**config.mk**
```make
export PLATFORM = sky130hd
export DESIGN_NAME = hdb3_vb_insert
export DESIGN_NICKNAME = d
export VERILOG_FILES = /design/src/rtl/hdb3_pkg.sv /design/src/rtl/hdb3_code_shifter.sv /design/src/rtl/hdb3_vb_insert.sv
export SDC_FILE = /design/constraint.sdc
export NUM_CORES = 1
export LEC_CHECK = 0
export CAP_MARGIN = 20
export CORE_ASPECT_RATIO = 0.9
export CORE_MARGIN = 4
export CORE_UTILIZATION = 30
export DETAILED_ROUTE_END_ITERATION = 7
export GPL_TIMING_DRIVEN = 0
export PLACE_DENSITY_LB_ADDON = 0.05
export SETUP_SLACK_MARGIN = 0.4
export SYNTH_ARGS = -nofsm -noshare
export SYNTH_HDL_FRONTEND = slang
export SYNTH_SLANG_ARGS = --single-unit
```
**constraint.sdc**
```tcl
create_clock -name i_clk -period 1.2 [get_ports i_clk]
set_input_delay 0.24 -clock i_clk [delete_from_list [all_inputs] [get_ports i_clk]]
set_output_delay 0.24 -clock i_clk [all_outputs]
set_load 0.05 [all_outputs]
```
**src/rtl/hdb3_pkg.sv**
```systemverilog
// Shared HDB3 symbol definitions used by the substitution, polarity and decode stages.
package hdb3_pkg;

    typedef logic [1:0] hdb3_code_t;

    localparam hdb3_code_t CODE_ZERO = 2'b00;
    localparam hdb3_code_t CODE_MARK = 2'b01;
    localparam hdb3_code_t CODE_B    = 2'b10;
    localparam hdb3_code_t CODE_V    = 2'b11;

    localparam int HDB3_RUN_LEN = 4;

endpackage

```
**src/rtl/hdb3_code_shifter.sv**
```systemverilog
// Enabled 2-bit symbol shift register. The last stage can be overwritten on a
// shift edge so a B can replace the first zero of a run as it reaches the output.
module hdb3_code_shifter
    import hdb3_pkg::*;
#(
    parameter int DEPTH = HDB3_RUN_LEN
) (
    input  logic       i_clk,
    input  logic       i_rst_n,
    input  logic       i_shift_en,
    input  logic [1:0] i_code_in,
    input  logic       i_ovr_last,
    input  logic [1:0] i_ovr_code,
    output logic [1:0] o_code_last
);

    hdb3_code_t r_stage [DEPTH];

    // Shift on enable; the final stage takes the overwrite code when requested.
    always_ff @(posedge i_clk or negedge i_rst_n) begin
        if (!i_rst_n) begin
            for (int i = 0; i < DEPTH; i++) begin
                r_stage[i] <= CODE_ZERO;
            end
        end else if (i_shift_en) begin
            r_stage[0] <= i_code_in;
            for (int i = 1; i < DEPTH; i++) begin
                if ((i == DEPTH - 1) && i_ovr_last) begin
                    r_stage[i] <= i_ovr_code;
                end else begin
                    r_stage[i] <= r_stage[i-1];
                end
            end
        end
    end

    assign o_code_last = r_stage[DEPTH-1];

endmodule

```
**src/rtl/hdb3_vb_insert.sv**
```systemverilog
// HDB3 substitution stage: classifies each incoming NRZ bit as zero/mark/B/V.
// A completed run of RUN_LEN zeros ends in V; when an even number of marks has
// been sent since the last V, the run's first zero becomes B (B00V), else 000V.
// The pipeline depth equals RUN_LEN so the first zero is still correctable.
module hdb3_vb_insert
    import hdb3_pkg::*;
#(
    parameter int RUN_LEN = HDB3_RUN_LEN
) (
    input  logic       i_clk,
    input  logic       i_rst_n,
    input  logic       i_bit_en,
    input  logic       i_data_in,
    output logic [1:0] o_code_out,
    output logic       o_code_valid
);

    localparam int CNT_W = $clog2(RUN_LEN);
    localparam logic [CNT_W-1:0] CNT_LAST = CNT_W'(RUN_LEN - 1);

    logic [CNT_W-1:0] r_zero_cnt;
    logic [CNT_W-1:0] r_fill;
    logic             r_mark_par;
    logic             r_code_valid;

    logic             w_run_done;
    logic             w_ins_b;
    hdb3_code_t       w_in_code;

    // Classify the sampled bit and decide whether the run's first zero becomes B.
    always_comb begin
        w_run_done = 1'b0;
        w_ins_b    = 1'b0;
        w_in_code  = CODE_ZERO;
        if (i_data_in) begin
            w_in_code = CODE_MARK;
        end else if (r_zero_cnt == CNT_LAST) begin
            w_run_done = 1'b1;
            w_in_code  = CODE_V;
            w_ins_b    = ~r_mark_par;
        end
    end

    // Run length, mark parity since last V, and pipeline fill tracking.
    always_ff @(posedge i_clk or negedge i_rst_n) begin
        if (!i_rst_n) begin
            r_zero_cnt <= '0;
            r_mark_par <= 1'b0;
            r_fill     <= '0;
        end else if (i_bit_en) begin
            if (i_data_in) begin
                r_zero_cnt <= '0;
                r_mark_par <= ~r_mark_par;
            end else if (w_run_done) begin
                r_zero_cnt <= '0;
                r_mark_par <= 1'b0;
            end else begin
                r_zero_cnt <= r_zero_cnt + 1'b1;
            end
            if (r_fill != CNT_LAST) begin
                r_fill <= r_fill + 1'b1;
            end
        end
    end

    // Valid pulses only for shifts that push a real sampled bit to the output.
    always_ff @(posedge i_clk or negedge i_rst_n) begin
        if (!i_rst_n) begin
            r_code_valid <= 1'b0;
        end else begin
            r_code_valid <= i_bit_en && (r_fill == CNT_LAST);
        end
    end

    hdb3_code_shifter #(
        .DEPTH (RUN_LEN)
    ) u_shifter (
        .i_clk       (i_clk),
        .i_rst_n     (i_rst_n),
        .i_shift_en  (i_bit_en),
        .i_code_in   (w_in_code),
        .i_ovr_last  (w_ins_b),
        .i_ovr_code  (CODE_B),
        .o_code_last (o_code_out)
    );

    assign o_code_valid = r_code_valid;

endmodule

```
; ---- Word-level counts from Yosys, hierarchy flattened
; Index checks and enable logic that the tools add are counted.
[op_classes]
mux = 11
add_sub_neg = 2
eq_ne = 3
n_reduce_logical = 4
bitwise_logic = 1
[ops]
columns = operator, count
row1 = $mux 2, 5
row2 = $mux 1, 6
row3 = $add 2x1->2 const B, 2
row4 = $eq 2x2->1 const B, 2
row5 = $reduce_and 2->1, 2
row6 = $ne 2x2->1 const B, 1
row7 = $reduce_bool 2->1, 1
row8 = $logic_and 1x1->1, 1
row9 = $not 1->1, 1
[word_totals]
out_inout_bits = 3
in_bits = 4
regBits = 14
word_cells = 29

; ---- Logic depth before layout (Yosys ltp)
; Gate-level depths: netlist of run 1.
[logic_depth]
word_depth = 5
depth_mapped = 4
mapped_depth_nobuf = 3

; ---- By module
; A second synthesis of run 1 with hierarchy kept.
[unflattened]
cells_unflattened = 49
hier_area_um2 = 646.9
[modules_own_cells]
columns = module, n_inst, area_per_inst_um2, cells_each
row1 = hdb3_code_shifter, 1, 354.1, 23
row2 = hdb3_vb_insert, 1, 292.8, 26

; ---- Worst setup path after synthesis of run 1
; Ideal clock, no wire load.
[synth_path]
kind = reg2reg
start = register r_zero_cnt[0]
end = register u_shifter.r_stage[6] in the netlist's numbering
stages_incl_launch_ff = 4
arrival_time_ps = 1058
path_slack_ps = 17
period_less_slack_ps = 1183
cell_sequence = dfrtp_1 > ha_1 > or2_4 > mux2_4
[synth_between]
elab_chain_len = 3
[synth_rtl]
columns = item, line
row1 = from (decl), hdb3_vb_insert.sv:21  ; logic [CNT_W-1:0] r_zero_cnt;
row2 = from (signal assigned), hdb3_vb_insert.sv:58  ; r_zero_cnt <= r_zero_cnt + 1'b1;
row3 = $eq 2x2->1, hdb3_vb_insert.sv:37  ; end else if (r_zero_cnt == CNT_LAST) begin
row4 = $mux 2, hdb3_vb_insert.sv:37
row5 = $mux 2, hdb3_vb_insert.sv:35  ; if (i_data_in) begin
row6 = "to (signal, indexed assignment)", hdb3_code_shifter.sv:29  ; r_stage[i] <= i_ovr_code;
row7 = "to (signal, indexed assignment)", hdb3_code_shifter.sv:31  ; r_stage[i] <= r_stage[i-1];
row8 = to (decl), hdb3_code_shifter.sv:17  ; hdb3_code_t r_stage [DEPTH];
; No other way between the ends.
; A chain may end at the register's enable or synchronous reset.

; ---- Worst setup path in the final report of run 1
[layout_path]
start = register r_zero_cnt[1]
end = register u_shifter.r_stage[6] in the netlist's numbering
; The elaborated chain is that of the path after synthesis.

==> summary.md, run 1 <==
Final number of max-transition violations: 0. The share of Yosys cell area claimed by the top area cell type was 56.8%; the delay of the slowest cell on the worst path was 0.40 ns. Dividing the synthesized area by the synthesized cell count gives 13.1 um^2.

The tree is rooted in a sky130_fd_sc_hd__clkbuf_4. The global-route wire length before repair was 1.77 mm; the number of global-route vias before repair was 410. The antenna diode instance count is 0. Setup repair after global routing could not meet its margin everywhere. Before CTS, the worst setup slack after placement is -0.252 ns. Area taken by flip-flops and latches: 352 um^2.

The checks that failed: negative setup slack. The number of ports placed on the die boundary is 7. STA puts the critical path data arrival time at 1.37 ns.

The launching element type of the critical path was a flop. Number of H-tree levels: 1. The tools report the maximum number of buffers from clock root to sink as 2. For the TritonCTS sink count, the log shows 14. The synthesized flop and latch total was 14.

The tools report the post-detailed-route DRC marker count as 0. On the critical path, the stage with the largest delay is an instance of sky130_fd_sc_hd__dfrtp_1. The run finished, with violations left. At the worst endpoint, the required time is 1.37 ns.

The logs give 0 for the synthesis warning total and 56.8% for the sequential-to-total area share from yosys stat. Of the cells placed in the final design, the portion with a size suffix greater than 1 is 51.6%. The post-synthesis net count is 53, and the vias per cell is 4.33. The synthesized netlist occupies a cell area of 617 um^2. Die outline area: 2850 um^2.

Final-report hold violation count: 0. At the pin with the least slew margin, the transition time is 0.598 ns. Measured on the finished design, the core utilization comes to 43.8%.

Total power for the finished layout comes to 0.00151 W. Clock latency on the worst-skew pair, taken at its later pin, is 0.27 ns. The multi-input combinational cells in the finished layout cover a total of 246 um^2. Of all nets on the critical path, the largest fanout is 4. After synthesis, the cell types taking the most area are sky130_fd_sc_hd__dfrtp_1, sky130_fd_sc_hd__mux2_2, sky130_fd_sc_hd__mux2_4. The top achievable clock speed was 831 MHz. The worst-case vdd ir drop came out at 0.811 mV.

The power density over cell area works out to 1780 nW/um^2. Global routing finished with a remaining overflow of 0. The analysis attributes to cell leakage a power of 0.400 nW. For the reg2reg setup slack, the log shows -0.004 ns. The clock skew is 0.00568 ns.

TritonCTS created 3 clock buffers. Entering global routing, the biggest net connects 15 pins. The worst hold path belongs to the class input pin to async pin.

Launch instance of the worst register-to-register path: r_zero_cnt[1]. Wire length after detailed routing: 980 um. The floorplan step set the die height to 51.0 um. Startpoint-to-endpoint class of the critical path: flop to flop. The net count of the finished layout is 71. The initial utilization of the core area, before any placement, comes to 31.9%.

The run gives 704 um as the post-DP HPWL. Summed over all instances, the cell type with the most area after synthesis is sky130_fd_sc_hd__dfrtp_1. Number of cells traversed by the worst register-to-register path: 3.

Most common cell after layout, fill and taps aside: sky130_fd_sc_hd__dfrtp_1. The top cell types in the final layout, fill and taps aside, are sky130_fd_sc_hd__dfrtp_1, sky130_fd_sc_hd__buf_4, sky130_fd_sc_hd__buf_6, sky130_fd_sc_hd__mux2_2. In this run the tool buffered the top-level ports with 5 buffer cells.

The number of different library cells used by synthesis comes to 21. The placer's final routability congestion estimate was 0.766. For the number of antenna violations at the first check in global routing, the log shows 0. The critical path goes through ha_2, or2_4, mux2_4. In this run the core area contains 15 standard-cell rows.

The count of filler cells inserted in the layout was 180; the core box area was 1930 um^2. The clock period minus final worst setup slack works out to 1.20 ns. The most critical setup path has its endpoint at u_shifter.r_stage[6]. The number of endpoints failing setup at the final stage is 1, and the clock-pin slew of the registers on the worst-case setup and hold paths is 0.09 ns. The layout overhead on the synthesized area was 37.1%. The tools report the timing startpoint of the critical path as r_zero_cnt[1]. In the finished design, the share of the clock period the worst path needs comes to 100%. The number of hold buffers added after CTS was 0. The tools report the synthesized netlist cell count as 47.

STA classifies the critical path endpoint as a flop. From left edge to right edge, the die measures 55.8 um. TritonCTS built the clock tree.

For the count of vias placed by the detailed router, the log shows 385. For the worst setup slack after layout, the log shows -0.00393 ns. The endpoint of the worst-slack reg-to-reg timing path was u_shifter.r_stage[6].

The pre-antenna-repair detailed-routing pass consisted of 2 iterations. The logs give 8.41% for the global-route usage over all layers and 60.1% for the headroom to the max-slew limit. Max-cap violations in this run came to 0.

After detailed routing, the average wire length per cell comes to 11.0 um. The count of nets left with antenna violations once routing finished came out at 0. For the detailed router's first-iteration violation count, the log shows 1.
==> cell families (layout without fill, tap and decap cells) <==
group / after synthesis / after routing / share of synthesized area (%)
compound gates: 7 / 7 / 6.89
xor+xnor: 1 / 1 / 1.42
fa+ha+maj: 2 / 2 / 4.06
buf+inv: 7 / 24 / 7.30
flops: 14 / 14 / 56.8
mux: 6 / 6 / 12.2
simple gates: 10 / 10 / 11.4
==> layout make-up <==
cell class | count | share of cell area (%)
Buffer | 4 | 4.88
Multi-Input combinational cell | 26 | 29.1
Inverter | 3 | 1.33
Timing Repair Buffer | 13 | 15.1
Sequential cell | 14 | 41.6
Clock buffer | 4 | 4.29
Tap cell | 25 | 3.70
==> worst min-delay path by stage <==
stage	from	to	slack, ns
floorplan	i_rst_n	o_code_valid	-0.06
detailed placement	r_fill[0]	r_fill[0]	0.47
finish	i_rst_n	r_fill[1]	0.07
CTS	i_rst_n	r_fill[1]	0.1
global route	i_rst_n	r_fill[1]	0.13
global placement	r_fill[0]	r_fill[0]	0.46
==> synth_stat cells, drive strengths merged <==
master  number
dfrtp       14
mux2         6
buf          4
inv          3
nand2b       3
ha           2
nand2        2
o21ai        2
o22ai        2
a21oi        1
a31oi        1
and2         1
nand3b       1
nor2b        1
nor3b        1
o22a         1
or2          1
xor2         1
==> repair_timing <==
action                                  CTS  global route
pin swaps                                 2             2
endpoints found under the setup margin   27            13
resized for setup                        31             1
buffers inserted                          6             2
==> flip-flops by register name, indices dropped and copies added, names as in the netlist <==
register and count:
o_code_valid 1, r_fill 2, u_shifter.o_code_last 2, u_shifter.r_stage 6
r_mark_par 1, r_zero_cnt 2
==> routing by layer <==
metal | global-route usage, % | share of wire (%) | vias up
met5 | 0 | 0 | -
met4 | 6.07 | 1.2 | 0
met3 | 3.03 | 3.4 | 2
met2 | 14.2 | 52 | 4
met1 | 8.71 | 43 | 188
li1 | - | - | 191
==> stage by stage <==
step	hold slack [ns]	instances	TNS [ns]	cell area, um^2
2_1_floorplan	-0.0556	47	0	628
3_3_place_gp	0.460	77	-0.864	709
3_5_place_dp	0.474	77	-0.922	709
4_1_cts	0.0968	87	-0.000132	825
5_1_grt	0.125	89	-0.0442	846
6_report	0.0704	89	-0.00393	846
==> critical path, delay by kind of cell (launching register included) <==
kind | cells | cell delay [ns]
adder cells (fa/ha/maj) | 1 | 0.20
flip-flops | 1 | 0.40
multiplexers | 1 | 0.26
AND/OR/NAND/NOR | 1 | 0.24
==> power breakdown <==
| group | internal, W | switching (W) | total, W |
|---|---|---|---|
| Combinational | 0.000326 | 0.000216 | 0.000542 |
| Clock | 0.000184 | 0.000146 | 0.000330 |
| Sequential | 0.000571 | 0.0000623 | 0.000633 |
| Total | 0.00108 | 0.000424 | 0.00151 |
Power figures use the tool's default switching activity.
==> run 2, diff against run 1 <==
--- a/config.mk
+++ b/config.mk
@@ -12,7 +12,9 @@
 export DETAILED_ROUTE_END_ITERATION = 7
 export GPL_TIMING_DRIVEN = 0
 export PLACE_DENSITY_LB_ADDON = 0.05
+export REMOVE_ABC_BUFFERS = 1
 export SETUP_SLACK_MARGIN = 0.4
+export SKIP_CTS_REPAIR_TIMING = 1
 export SYNTH_ARGS = -nofsm -noshare
 export SYNTH_HDL_FRONTEND = slang
 export SYNTH_SLANG_ARGS = --single-unit
==> summary.md, run 2 (synthesized netlist as in run 1, its figures left out) <==
After detailed routing, the average wire length per cell comes to 12.1 um. Along the worst path, the maximum fanout reaches 4. The floorplan die height was 51.0 um.

Kind of capture point of the worst setup path: a flop. The worst-case vdd ir drop was 0.817 mV; the slew at the pin closest to its max-slew limit was 0.620 ns. The overall overflow remaining after global route came out at 0. The number of placement rows is 15. At the end of the flow, the number of nets in the layout was 63. Area taken by flip-flops and latches: 350 um^2. The share of the clock period used by the worst path after layout came out at 100%. Measured along the x axis, the die boundary spans 55.8 um.

The first global-routing pass estimated 1.67 mm of wire. The final reports fail on negative hold slack, negative setup slack. Summing over every cut layer, the via total after detailed routing is 356. For the core box area, the log shows 1930 um^2. In this run, CTS created clock tree buffers numbering 3. The logs give 0.26 ns for the clock network latency to the later pin of the worst-skew pair and 0 for the max-cap violation count. CTS placed an instance of sky130_fd_sc_hd__clkbuf_4 at the clock tree root. The worst path needs 1.20 ns of the cycle, external delays included. Global routing consumed, on the met1 layer, 7.96% of the routing resources. The minimum hold slack was -0.0320 ns. 7 I/O pins were placed.

The logs give -0.00174 ns for the worst setup slack after layout and 980 um for the wire length after detailed routing. The run gives 58.6% as the headroom to the max-slew limit. The logs give 1.36 ns for the arrival time of the worst setup path and 14 for the final-report hold violation count. Once detail routing completed, the nets flagged for antenna violations numbered 0. The layout overhead on the synthesized area is 21.3%.

After the first detailed-routing iteration, the DRC count stood at 4. The clock-pin slew of the registers on the worst-case setup and hold paths works out to 0.08 ns. Setup repair after global routing could not meet its margin everywhere.

Count of filler cells inserted in the layout: 198. The top cell types in the final layout, fill and taps aside, are sky130_fd_sc_hd__dfrtp_1, sky130_fd_sc_hd__mux2_2, sky130_fd_sc_hd__buf_6. The number of I/O port buffers was 6; the maximum number of pins on one net before global-route repair was 20. For met3 alone, demand over resource in global routing was 2.53%. TritonCTS built the clock tree.

For this design the ratio of total power to cell area is 1840 nW/um^2. The tools report the number of antenna violations at the first check in global routing as 0. Once the floorplan was initialized, standard cells occupied 31.9% of the core. Register name with the most flops: u_shifter.r_stage. The number of global-route vias before repair is 389. In the routed design, unresolved DRC markers number 0. For the top achievable clock speed, the log shows 832 MHz. Routing usage on met2: 13.8%.

The flow ran to the end, but the final reports show violations. The tools report the number of iterations in the first detailed-routing pass as 2. Path class of the lowest-slack min-delay path: input pin to async pin. The clock net in this run drives a total of 14 sinks. At the worst endpoint, the required time is 1.36 ns. For the cell count after placement, the log shows 74. The register with the most flip-flops in the layout has 6 of them.

The critical path is of the flop to flop type. The most heavily used metal layer in global routing was met2. For the final routed database, the setup TNS stands at -0.00174 ns. The number of endpoints failing setup at the final stage was 1; the placer's final routability congestion estimate was 0.655.

0 antenna diodes ended up in the layout. The number of H-tree levels is 1, and the maximum number of buffers from clock root to sink is 2. In the routed layout, each cell is associated on average with a via count of 4.40. Global routing used 7.77% of the available tracks. On the final layout, the worst clock skew is 0.000566 ns.

Launching element type of the critical path: a flop. The multi-input combinational cells in the finished layout cover a total of 231 um^2. The tools report the final number of max-transition violations as 0.

The most common cell after layout, fill and taps aside is sky130_fd_sc_hd__dfrtp_1. Cells with a size suffix above 1 make up 39.3% of the layout. Standby leakage power: 0.353 nW. For the count of non-filler cells in the finished layout, the log shows 81.

The die covers 2850 um^2.
-- run 2: report_power, final --
part           internal (W)  leakage, nW  switching (W)  total (W)
Combinational      0.000227        0.157       0.000198   0.000425
Clock              0.000184       0.0210       0.000136   0.000320
Sequential         0.000569        0.175      0.0000604   0.000630
Total              0.000980        0.353       0.000395    0.00137
-- run 2: layer usage --
layer / part of all wire [%] / vias up
li1: - / 174
met1: 40 / 177
met2: 55 / 3
met3: 3.8 / 2
met4: 0.92 / 0
met5: 0 / -
-- run 2: per-stage QoR --
step / setup slack [ns] / util (%) / total power [W] / instance area [um^2] / hold WS, ns
after floorplan: 0.0170 / - / 0.000882 / 583 / -0.0556
after global placement: -0.612 / 34.9 / 0.000967 / 674 / 0.462
after detailed placement: -0.685 / 34.9 / 0.000999 / 674 / 0.475
after CTS: -0.480 / 36.8 / 0.00133 / 711 / 0.361
after global routing: -0.0301 / 38.7 / 0.00146 / 748 / 0.00354
final: -0.00174 / 38.7 / 0.00137 / 748 / -0.0320
-- run 2: worst max-delay path, cell delays in order, from the launching register on --
cell	delay, ns
sky130_fd_sc_hd__dfrtp_1	0.40
sky130_fd_sc_hd__ha_2	0.20
sky130_fd_sc_hd__or2_4	0.24
sky130_fd_sc_hd__mux2_4	0.26
-- run 2: layout make-up --
type,count,share of cell area (%)
inverters,3,1.51
multi-input cells,26,30.9
flip-flops and latches,14,46.8
repair buffers,9,11.7
well taps,25,4.18
clock buffers,4,4.85
-- run 2: path summary, 6_finish.rpt --
kind                                           start                       end  slack (ns)  cells past startpoint
worst max-delay path                   r_zero_cnt[1]      u_shifter.r_stage[6]      -0.002                      3
worst min-delay path                         i_rst_n      u_shifter.r_stage[7]       -0.03                      1
worst max register to register         r_zero_cnt[1]      u_shifter.r_stage[6]      -0.002                      3
min in group i_clk                          i_bit_en  u_shifter.o_code_last[0]        0.39                      3
worst min register to register  u_shifter.r_stage[7]      u_shifter.r_stage[5]        0.51                      1
max in group asynchronous                    i_rst_n             r_zero_cnt[0]        0.84                      1
